[src/rtl/enc_pkg.sv]
// enc_pkg: shared constants for the RV32I instruction encoder.
//   - FMT_R..FMT_J : one-hot values of the i_format request field
//   - OP_*         : RV32I base opcodes
//   - IMM*_MIN/MAX : signed immediate limits checked when ENC_CHECK_EN is defined
//   - fmt_of_opcode: the instruction format a base opcode uses (FMT_NONE if unknown)
package enc_pkg;

    localparam logic [5:0] FMT_NONE = 6'b000000;
    localparam logic [5:0] FMT_R    = 6'b000001;
    localparam logic [5:0] FMT_I    = 6'b000010;
    localparam logic [5:0] FMT_S    = 6'b000100;
    localparam logic [5:0] FMT_B    = 6'b001000;
    localparam logic [5:0] FMT_U    = 6'b010000;
    localparam logic [5:0] FMT_J    = 6'b100000;

    localparam logic [6:0] OP_LUI    = 7'h37;
    localparam logic [6:0] OP_AUIPC  = 7'h17;
    localparam logic [6:0] OP_JAL    = 7'h6F;
    localparam logic [6:0] OP_JALR   = 7'h67;
    localparam logic [6:0] OP_BRANCH = 7'h63;
    localparam logic [6:0] OP_LOAD   = 7'h03;
    localparam logic [6:0] OP_STORE  = 7'h23;
    localparam logic [6:0] OP_IMM    = 7'h13;
    localparam logic [6:0] OP_OP     = 7'h33;

    localparam int signed IMM12_MIN = -2048;
    localparam int signed IMM12_MAX = 2047;
    localparam int signed IMMB_MIN  = -4096;
    localparam int signed IMMB_MAX  = 4094;
    localparam int signed IMMJ_MIN  = -1048576;
    localparam int signed IMMJ_MAX  = 1048574;

    function automatic logic [5:0] fmt_of_opcode(input logic [6:0] op);
        logic [5:0] f;
        f = FMT_NONE;
        case (op)
            OP_OP:                      f = FMT_R;
            OP_IMM, OP_LOAD, OP_JALR:   f = FMT_I;
            OP_STORE:                   f = FMT_S;
            OP_BRANCH:                  f = FMT_B;
            OP_LUI, OP_AUIPC:           f = FMT_U;
            OP_JAL:                     f = FMT_J;
            default:                    f = FMT_NONE;
        endcase
        return f;
    endfunction

endpackage

[src/rtl/enc_fifo.sv]
// enc_fifo: DEPTH-entry synchronous FIFO (DEPTH a power of two, >= 2).
// Ports:
//   i_clk, i_rst_n : clock, synchronous active-low reset (empties the FIFO)
//   i_push, i_data : write i_data at the tail (ignored when full)
//   i_pop          : advance the head (ignored when empty)
//   o_data         : head word, zero while empty
//   o_count        : occupancy 0..DEPTH
//   o_full, o_empty: occupancy flags
module enc_fifo #(
    parameter int DEPTH = 4,
    parameter int W     = 32
) (
    input  logic                     i_clk,
    input  logic                     i_rst_n,
    input  logic                     i_push,
    input  logic [W-1:0]             i_data,
    input  logic                     i_pop,
    output logic [W-1:0]             o_data,
    output logic [$clog2(DEPTH):0]   o_count,
    output logic                     o_full,
    output logic                     o_empty
);

    localparam int AW = $clog2(DEPTH);
    localparam int CW = AW + 1;

    logic [W-1:0]  mem [DEPTH];
    logic [AW-1:0] wr_ptr;
    logic [AW-1:0] rd_ptr;
    logic          do_push;
    logic          do_pop;

    assign o_full  = (o_count == CW'(DEPTH));
    assign o_empty = (o_count == '0);
    assign do_push = i_push & ~o_full;
    assign do_pop  = i_pop & ~o_empty;

    // Storage is not reset; the pointers and count define which entries exist.
    always_ff @(posedge i_clk) begin
        if (do_push) begin
            mem[wr_ptr] <= i_data;
        end
    end

    // Pointers wrap naturally because DEPTH is a power of two.
    always_ff @(posedge i_clk) begin
        if (!i_rst_n) begin
            wr_ptr  <= '0;
            rd_ptr  <= '0;
            o_count <= '0;
        end else begin
            if (do_push) begin
                wr_ptr <= wr_ptr + AW'(1);
            end
            if (do_pop) begin
                rd_ptr <= rd_ptr + AW'(1);
            end
            case ({do_push, do_pop})
                2'b10:   o_count <= o_count + CW'(1);
                2'b01:   o_count <= o_count - CW'(1);
                default: o_count <= o_count;
            endcase
        end
    end

    // Head is forced to zero while empty so stale words never appear on the output.
    assign o_data = o_empty ? '0 : mem[rd_ptr];

endmodule

[src/rtl/instr_encoder.sv]
// instr_encoder: packs decoded RV32I fields into 32-bit instruction words and
// queues them in an output FIFO.
// Optional feature macro: ENC_CHECK_EN -- when defined, malformed requests
// (format not one-hot, immediate out of range or misaligned, U imm[11:0] != 0)
// are accepted but dropped and flagged on o_err. When undefined, immediates
// are truncated to their field, a zero-hot format yields the bare opcode, and
// o_err is tied low.
// Ports:
//   i_clk, i_rst_n      : clock, synchronous active-low reset
//   i_valid / o_ready   : request handshake (o_ready = FIFO not full)
//   i_format            : one-hot {J,U,B,S,I,R}
//   i_opcode, i_rd, i_rs1, i_rs2, i_funct3, i_funct7, i_imm : decoded fields
//   o_valid / i_ready   : output stream handshake, o_instr is the FIFO head
//   o_err               : one-cycle pulse after a dropped illegal request
//   o_count             : FIFO occupancy
//
// Handshakes: a transfer happens on a rising edge where valid and ready are
// both high. A producer holds valid and its data stable until that edge;
// ready never depends on valid. The request side accepts iff the FIFO is not
// full at the edge (no pass-through when full); the output side pops iff the
// FIFO is non-empty and i_ready is high.
module instr_encoder
    import enc_pkg::*;
#(
    parameter int DEPTH = 4
) (
    input  logic                   i_clk,
    input  logic                   i_rst_n,
    input  logic                   i_valid,
    output logic                   o_ready,
    input  logic [5:0]             i_format,
    input  logic [6:0]             i_opcode,
    input  logic [4:0]             i_rd,
    input  logic [4:0]             i_rs1,
    input  logic [4:0]             i_rs2,
    input  logic [2:0]             i_funct3,
    input  logic [6:0]             i_funct7,
    input  logic [31:0]            i_imm,
    output logic                   o_valid,
    input  logic                   i_ready,
    output logic [31:0]            o_instr,
    output logic                   o_err,
    output logic [$clog2(DEPTH):0] o_count
);

    logic        accept;
    logic        push;
    logic        pop;
    logic        fifo_full;
    logic        fifo_empty;
    logic [31:0] word;

    assign o_ready = ~fifo_full;
    assign o_valid = ~fifo_empty;
    assign accept  = i_valid & o_ready;
    assign pop     = o_valid & i_ready;

    // Each format contributes its packed fields only when its bit is set, so a
    // zero-hot format leaves just the opcode.
    always_comb begin
        word = {25'b0, i_opcode};
        if (|(i_format & FMT_R)) begin
            word = word | {i_funct7, i_rs2, i_rs1, i_funct3, i_rd, 7'b0};
        end
        if (|(i_format & FMT_I)) begin
            word = word | {i_imm[11:0], i_rs1, i_funct3, i_rd, 7'b0};
        end
        if (|(i_format & FMT_S)) begin
            word = word | {i_imm[11:5], i_rs2, i_rs1, i_funct3, i_imm[4:0], 7'b0};
        end
        if (|(i_format & FMT_B)) begin
            word = word | {i_imm[12], i_imm[10:5], i_rs2, i_rs1, i_funct3,
                           i_imm[4:1], i_imm[11], 7'b0};
        end
        if (|(i_format & FMT_U)) begin
            word = word | {i_imm[31:12], i_rd, 7'b0};
        end
        if (|(i_format & FMT_J)) begin
            word = word | {i_imm[20], i_imm[10:1], i_imm[11], i_imm[19:12], i_rd, 7'b0};
        end
    end

`ifdef ENC_CHECK_EN
    logic signed [31:0] imm_s;
    logic               legal;
    logic               err_q;

    assign imm_s = $signed(i_imm);

    always_comb begin
        legal = 1'b0;
        if ($onehot(i_format)) begin
            if (|(i_format & FMT_R)) begin
                legal = 1'b1;
            end else if (|(i_format & (FMT_I | FMT_S))) begin
                legal = (imm_s >= IMM12_MIN) && (imm_s <= IMM12_MAX);
            end else if (|(i_format & FMT_B)) begin
                legal = (imm_s >= IMMB_MIN) && (imm_s <= IMMB_MAX) && !i_imm[0];
            end else if (|(i_format & FMT_J)) begin
                legal = (imm_s >= IMMJ_MIN) && (imm_s <= IMMJ_MAX) && !i_imm[0];
            end else begin
                // U: the low 12 bits cannot be represented.
                legal = (i_imm[11:0] == 12'h000);
            end
        end
    end

    assign push = accept & legal;

    always_ff @(posedge i_clk) begin
        if (!i_rst_n) begin
            err_q <= 1'b0;
        end else begin
            err_q <= accept & ~legal;
        end
    end

    assign o_err = err_q;
`else
    assign push  = accept;
    assign o_err = 1'b0;
`endif

    enc_fifo #(
        .DEPTH (DEPTH),
        .W     (32)
    ) u_fifo (
        .i_clk   (i_clk),
        .i_rst_n (i_rst_n),
        .i_push  (push),
        .i_data  (word),
        .i_pop   (pop),
        .o_data  (o_instr),
        .o_count (o_count),
        .o_full  (fifo_full),
        .o_empty (fifo_empty)
    );

endmodule

[config.mk]
export PLATFORM = sky130hd
export DESIGN_NAME = instr_encoder
export DESIGN_NICKNAME = d
export VERILOG_FILES = /design/src/rtl/enc_pkg.sv /design/src/rtl/enc_fifo.sv /design/src/rtl/instr_encoder.sv
export SDC_FILE = /design/constraint.sdc
export NUM_CORES = 1
export LEC_CHECK = 0
export BUFFER_PORTS_ARGS = -buffer_cell sky130_fd_sc_hd__buf_2
export CORE_MARGIN = 2
export CORE_UTILIZATION = 30
export DETAILED_ROUTE_END_ITERATION = 8
export PLACE_DENSITY = 0.47
export SETUP_SLACK_MARGIN = 0.15
export SLEW_MARGIN = 20
export SYNTH_ARGS = -nofsm -noshare
export SYNTH_HDL_FRONTEND = slang
export SYNTH_HIERARCHICAL = 1
export SYNTH_SLANG_ARGS = --single-unit
[constraint.sdc]
create_clock -name i_clk -period 5.4 [get_ports i_clk]
set_input_delay 0.81 -clock i_clk [delete_from_list [all_inputs] [get_ports i_clk]]
set_output_delay 0.81 -clock i_clk [all_outputs]
set_load 0.01 [all_outputs]
==> Word-level counts from Yosys, hierarchy flattened <==
Memory sizes are Yosys's and may differ from the RTL's. A register that Yosys moved wholly into a read port is not among the register bits.
Cells that the tools add are included.
{ "word_totals": {"regBits": 7, "ramBits": 128, "inputBits": 74, "out_inout_bits": 38, "wordCells": 37, "n_memories": 1} }
{ "mem_list": {"columns": ["memory", "words", "width", "rd", "rd_clocked_by_memory_dff", "write_ports", "line_no", "rtl"], "rows": [
  ["u_fifo.mem", 4, 32, 1, 1, 1, "enc_fifo.sv:27", "logic [W-1:0] mem [DEPTH];"]
]} }
{ "classes": {"addsub": 4, "eq_ne": 3, "muxes": 12, "n_bitwise": 12, "n_reduce_logical": 2} }
{ "ops": {"columns": ["operator", "count"], "rows": [
  ["$mux 32", 7],
  ["$or 32x32->32", 5],
  ["$or 7x32->32", 1],
  ["$pmux 3 s2", 1],
  ["$add 2x1->2 const B", 2],
  ["$and 1x1->1", 4],
  ["$mux 2", 2],
  ["$add 3x1->3 const B", 1],
  ["$eq 3x3->1 const B", 1],
  ["$logic_not 3->1", 1],
  ["$sub 3x1->3 const B", 1],
  ["$eq 2x1->1 const B", 1],
  ["$eq 2x2->1 const B", 1],
  ["$mux 1", 2],
  ["$not 1->1", 2],
  ["$reduce_bool 2->1", 1]
]} }

==> Depth between registers and ports, before layout <==
{ "logic_depth": {"ltp_word": 12, "depth_mapped": 11, "depth_no_buf": 10} }

==> Cells and area by module <==
Netlist, hierarchy kept.
{ "by_module_without_submodules": {"columns": ["module", "instances", "cells_each", "area_each_um2"], "rows": [
  ["enc_fifo", 1, 256, 5330.1],
  ["instr_encoder", 1, 64, 446.7]
]} }

==> Least setup slack after synthesis <==
No wires, ideal clock.
{ "synth_path": {"path_type": "input to register", "startpoint": "in i_valid", "endpoint": "reg u_fifo.o_count[2]", "setup_time_ns": 0.076, "arrival_time_ns": 2.426, "required_time_ns": 5.324, "path_slack_ns": 2.898, "cell_stages": 10, "path_cell_list": "nor2b_1 -> nor2b_1 -> clkbuf_1 -> inv_1 -> ha_1 -> inv_1 -> fa_1 -> xor2_1 -> or3_1 -> a21boi_0"} }
{ "synth_via": {"elab_chain_cells": 4, "word_cells_on_any_way": 6} }
{ "synth_lines": {"columns": ["item", "line_no", "rtl"], "rows": [
  ["from (decl)", "instr_encoder.sv:29", "input logic i_valid,"],
  ["$and 1x1->1 *", "instr_encoder.sv:55", "assign accept = i_valid & o_ready;"],
  ["$and 1x1->1 *", "enc_fifo.sv:35", "assign do_push = i_push & ~o_full;"],
  ["$eq 2x1->1 or $eq 2x2->1 (tied branches)", "enc_fifo.sv:58", "case ({do_push, do_pop})"],
  ["$pmux 3 s2 or $reduce_bool 2->1 (tied branches)", null, null],
  ["to (signal assigned)", "enc_fifo.sv:59", "2'b10: o_count <= o_count + CW'(1);"],
  ["to (signal assigned)", "enc_fifo.sv:60", "2'b01: o_count <= o_count - CW'(1);"],
  ["to (signal assigned)", "enc_fifo.sv:61", "default: o_count <= o_count;"],
  ["to (decl)", "enc_fifo.sv:19", "output logic [$clog2(DEPTH):0] o_count,"]
]} }
Mark *: on every way between the ends. The rest lies on a longest branch, timed or not.
A chain may end at the register's enable or synchronous reset.

==> flow_metrics.env <==
export IMPL_cts_setup_buffers=0
export IMPL_avgSynthCellArea_um2=18.1
export IMPL_cp_slowest_cell="dfxtp_2"
export IMPL_cp_slowest_stage_delay_ns=0.86
export IMPL_viasPerCell=4.66
export IMPL_htree_levels=4
export IMPL_place_gp_congestion=0.723
export IMPL_dr_pass1_iters=4
export IMPL_worstPathCellList="buf_4, mux4_2, nor2b_1, buf_2"
export IMPL_cp_required_ns=4.59
export IMPL_die_width_um=143
export IMPL_clk_transition_reported_paths_ns=0.06
export IMPL_slew_headroom_pct=31.9
export IMPL_clock_skew_ns=0.00923
export IMPL_final_cell_mix="edfxtp_1, buf_2, nor2b_1"
export IMPL_fin_crit_sh_pct=62.6
export IMPL_worst_slew_pin_slew_ns=1.02
export IMPL_p_leak_uw=0.00251
export IMPL_grt_pass1_wl_mm=20.2
export IMPL_cts_sinks=137
export IMPL_nets=512
export IMPL_slew_viol_final=0
export IMPL_hold_buffers=0
export IMPL_cp_arrival_ns=2.57
export IMPL_drt_iter0_drc=155
export IMPL_criticalPathCategory="reg -> out"
export IMPL_fp_dieH_um=143
export IMPL_syn_cell_area_um2=5780
export IMPL_placed_cell_area_um2=6550
export IMPL_run_status="complete, no violations"
export IMPL_max_clock_freq_ghz=0.296
export IMPL_grt_pass1_vias=3440
export IMPL_tns_ns=0
export IMPL_numCtsBuffers=17
export IMPL_io_buffers=110
export IMPL_final_hold_viol_count=0
export IMPL_worstSetupEndpointType="output pin"
export IMPL_path_max_fanout=21
export IMPL_grt_max_degree=39
export IMPL_dieArea_um2=20400
export IMPL_synth_cell_types=33
export IMPL_overflow=0
export IMPL_io_pins=112
export IMPL_period_needed_ns=3.38
export IMPL_power_density_nw_per_um2=470
export IMPL_synth_yosys_seq_area_share_pct=69.7
export IMPL_drc=0
export IMPL_syn_inst=320
export IMPL_cap_violations=0
export IMPL_gr_usage_all_layers_pct=13.8
export IMPL_fin_area_um2=7150
export IMPL_drive_gt1_share_pct=41.6
export IMPL_cts_resized=0
export IMPL_drtAntennaViolNets=0
export IMPL_vias=3285
export IMPL_setup_viol=0
export IMPL_cts_max_path_buffers=2
export IMPL_synth_warnings=6
export IMPL_syn_num_nets=400
export IMPL_wl_mm=13.2
export IMPL_antenna_found_initial=0
export IMPL_initial_core_util_pct=30.7
export IMPL_path_delay_family="flip-flops"
export IMPL_rsz0062_at_grt="no"
export IMPL_mostFrequentLayoutCell="edfxtp_1"
export IMPL_cts_root_buffer_cell="clkbuf_16"
export IMPL_synth_seq_cells=137
export IMPL_area_growth_pct=23.8
export IMPL_n_antenna_cell=0
export IMPL_crit_path_start_kind="flop"
export IMPL_dp_hpwl_mm=8.45
export IMPL_tritoncts="done"
export IMPL_path_buf_inv=2
export IMPL_wire_per_inst_um=18.7
export IMPL_rows=50
export IMPL_core_um2=18800
export IMPL_min_path_type="reg -> reg"
export IMPL_clk_latency_ns=0.42
export IMPL_ir_drop_mv=0.207
sequential cells by signal, summed over array words and instances (netlist names), named ones only:
name,flops
u_fifo/rd_ptr,2
u_fifo/wr_ptr,2
u_fifo/mem,128
u_fifo/o_count,3
path summary, 6_finish.rpt:
kind / startpoint / to / slack (ns) / cells past startpoint
max: flop / o_instr[21] / 2.02 / 4
min: u_fifo/rd_ptr[0] / u_fifo/rd_ptr[0] / 0.50 / 2
max reg2reg: u_fifo/o_count[0] / u_fifo/o_count[2] / 2.72 / 10
min reg2reg: u_fifo/rd_ptr[0] / u_fifo/rd_ptr[0] / 0.50 / 2
cell usage after synthesis:
library cell / n / area [um2]
nor4_1: 1 / 6.26
xor2_1: 1 / 8.76
clkbuf_1: 8 / 30.0
ha_1: 5 / 62.6
or3_1: 3 / 18.8
xnor2_1: 1 / 8.76
buf_6: 6 / 67.6
a221o_1: 5 / 50.1
nor3b_1: 1 / 7.51
a21o_1: 1 / 7.51
nor2b_1: 36 / 225
buf_4: 1 / 7.51
or4_1: 1 / 7.51
o21ai_0: 12 / 60.1
conb_1: 1 / 3.75
nand3_1: 1 / 5.00
inv_1: 14 / 52.6
or4_4: 1 / 11.3
or4bb_1: 1 / 11.3
a22o_1: 14 / 123
fa_1: 1 / 20.0
a21boi_0: 2 / 15.0
nor3_4: 1 / 16.3
a22oi_1: 8 / 60.1
o21a_1: 4 / 30.0
buf_2: 4 / 20.0
or2_2: 2 / 12.5
dfxtp_1: 9 / 180
mux4_2: 32 / 721
nand2_1: 7 / 26.3
and2_1: 6 / 37.5
edfxtp_1: 128 / 3840
mux2i_1: 2 / 20.0
cell type report:
class	count	area, um2
Clock buffer	17	425
Clock inverter	15	175
Fill cell	1783	11700
Inverter	14	52.6
Multi-Input combinational cell	150	1580
Sequential cell	137	4030
Tap cell	260	325
Timing Repair Buffer	112	566
logic make-up after synthesis:
| group | share of synthesized area (%) |
|---|---|
| AO/OA/AOI/OAI | 5.98 |
| other | 0.0649 |
| flip-flops | 69.7 |
| multiplexers | 12.8 |
| XOR/XNOR | 0.303 |
| AND/OR/NAND/NOR | 6.67 |
| adder cells (fa/ha/maj) | 1.43 |
| buffers and inverters | 3.08 |
power breakdown:
part / internal (uW) / switching, uW
Sequential: 1300 / 67.6
Clock: 725 / 442
Combinational: 361 / 467
tightest hold or removal path: stages, from the launching register on:
cell and delay, ns:
dfxtp_1 0.32, nand2_1 0.07, o21ai_0 0.06
per-stage QoR:
stage	setup WS, ns	cells	utilization (%)	power, uW	hold slack, ns
finish	2.02	705	38.0	3360	0.497
global route	1.79	705	38.0	3540	0.535
CTS	1.89	705	38.0	3420	0.496
detailed placement	2.36	673	34.8	2250	0.480
global placement	2.35	673	34.8	2230	0.468
floorplan	2.90	320	-	1900	0.461
per-layer routing:
metal	vias to the layer above	global-route usage, %	share of wire, %
li1	1491	-	-
met3	13	4.16	5.3
met2	94	21.8	48
met4	0	3.91	1.1
met5	-	0	0
met1	1687	18.5	46
No activity file was read; power rests on OpenSTA's default activity.
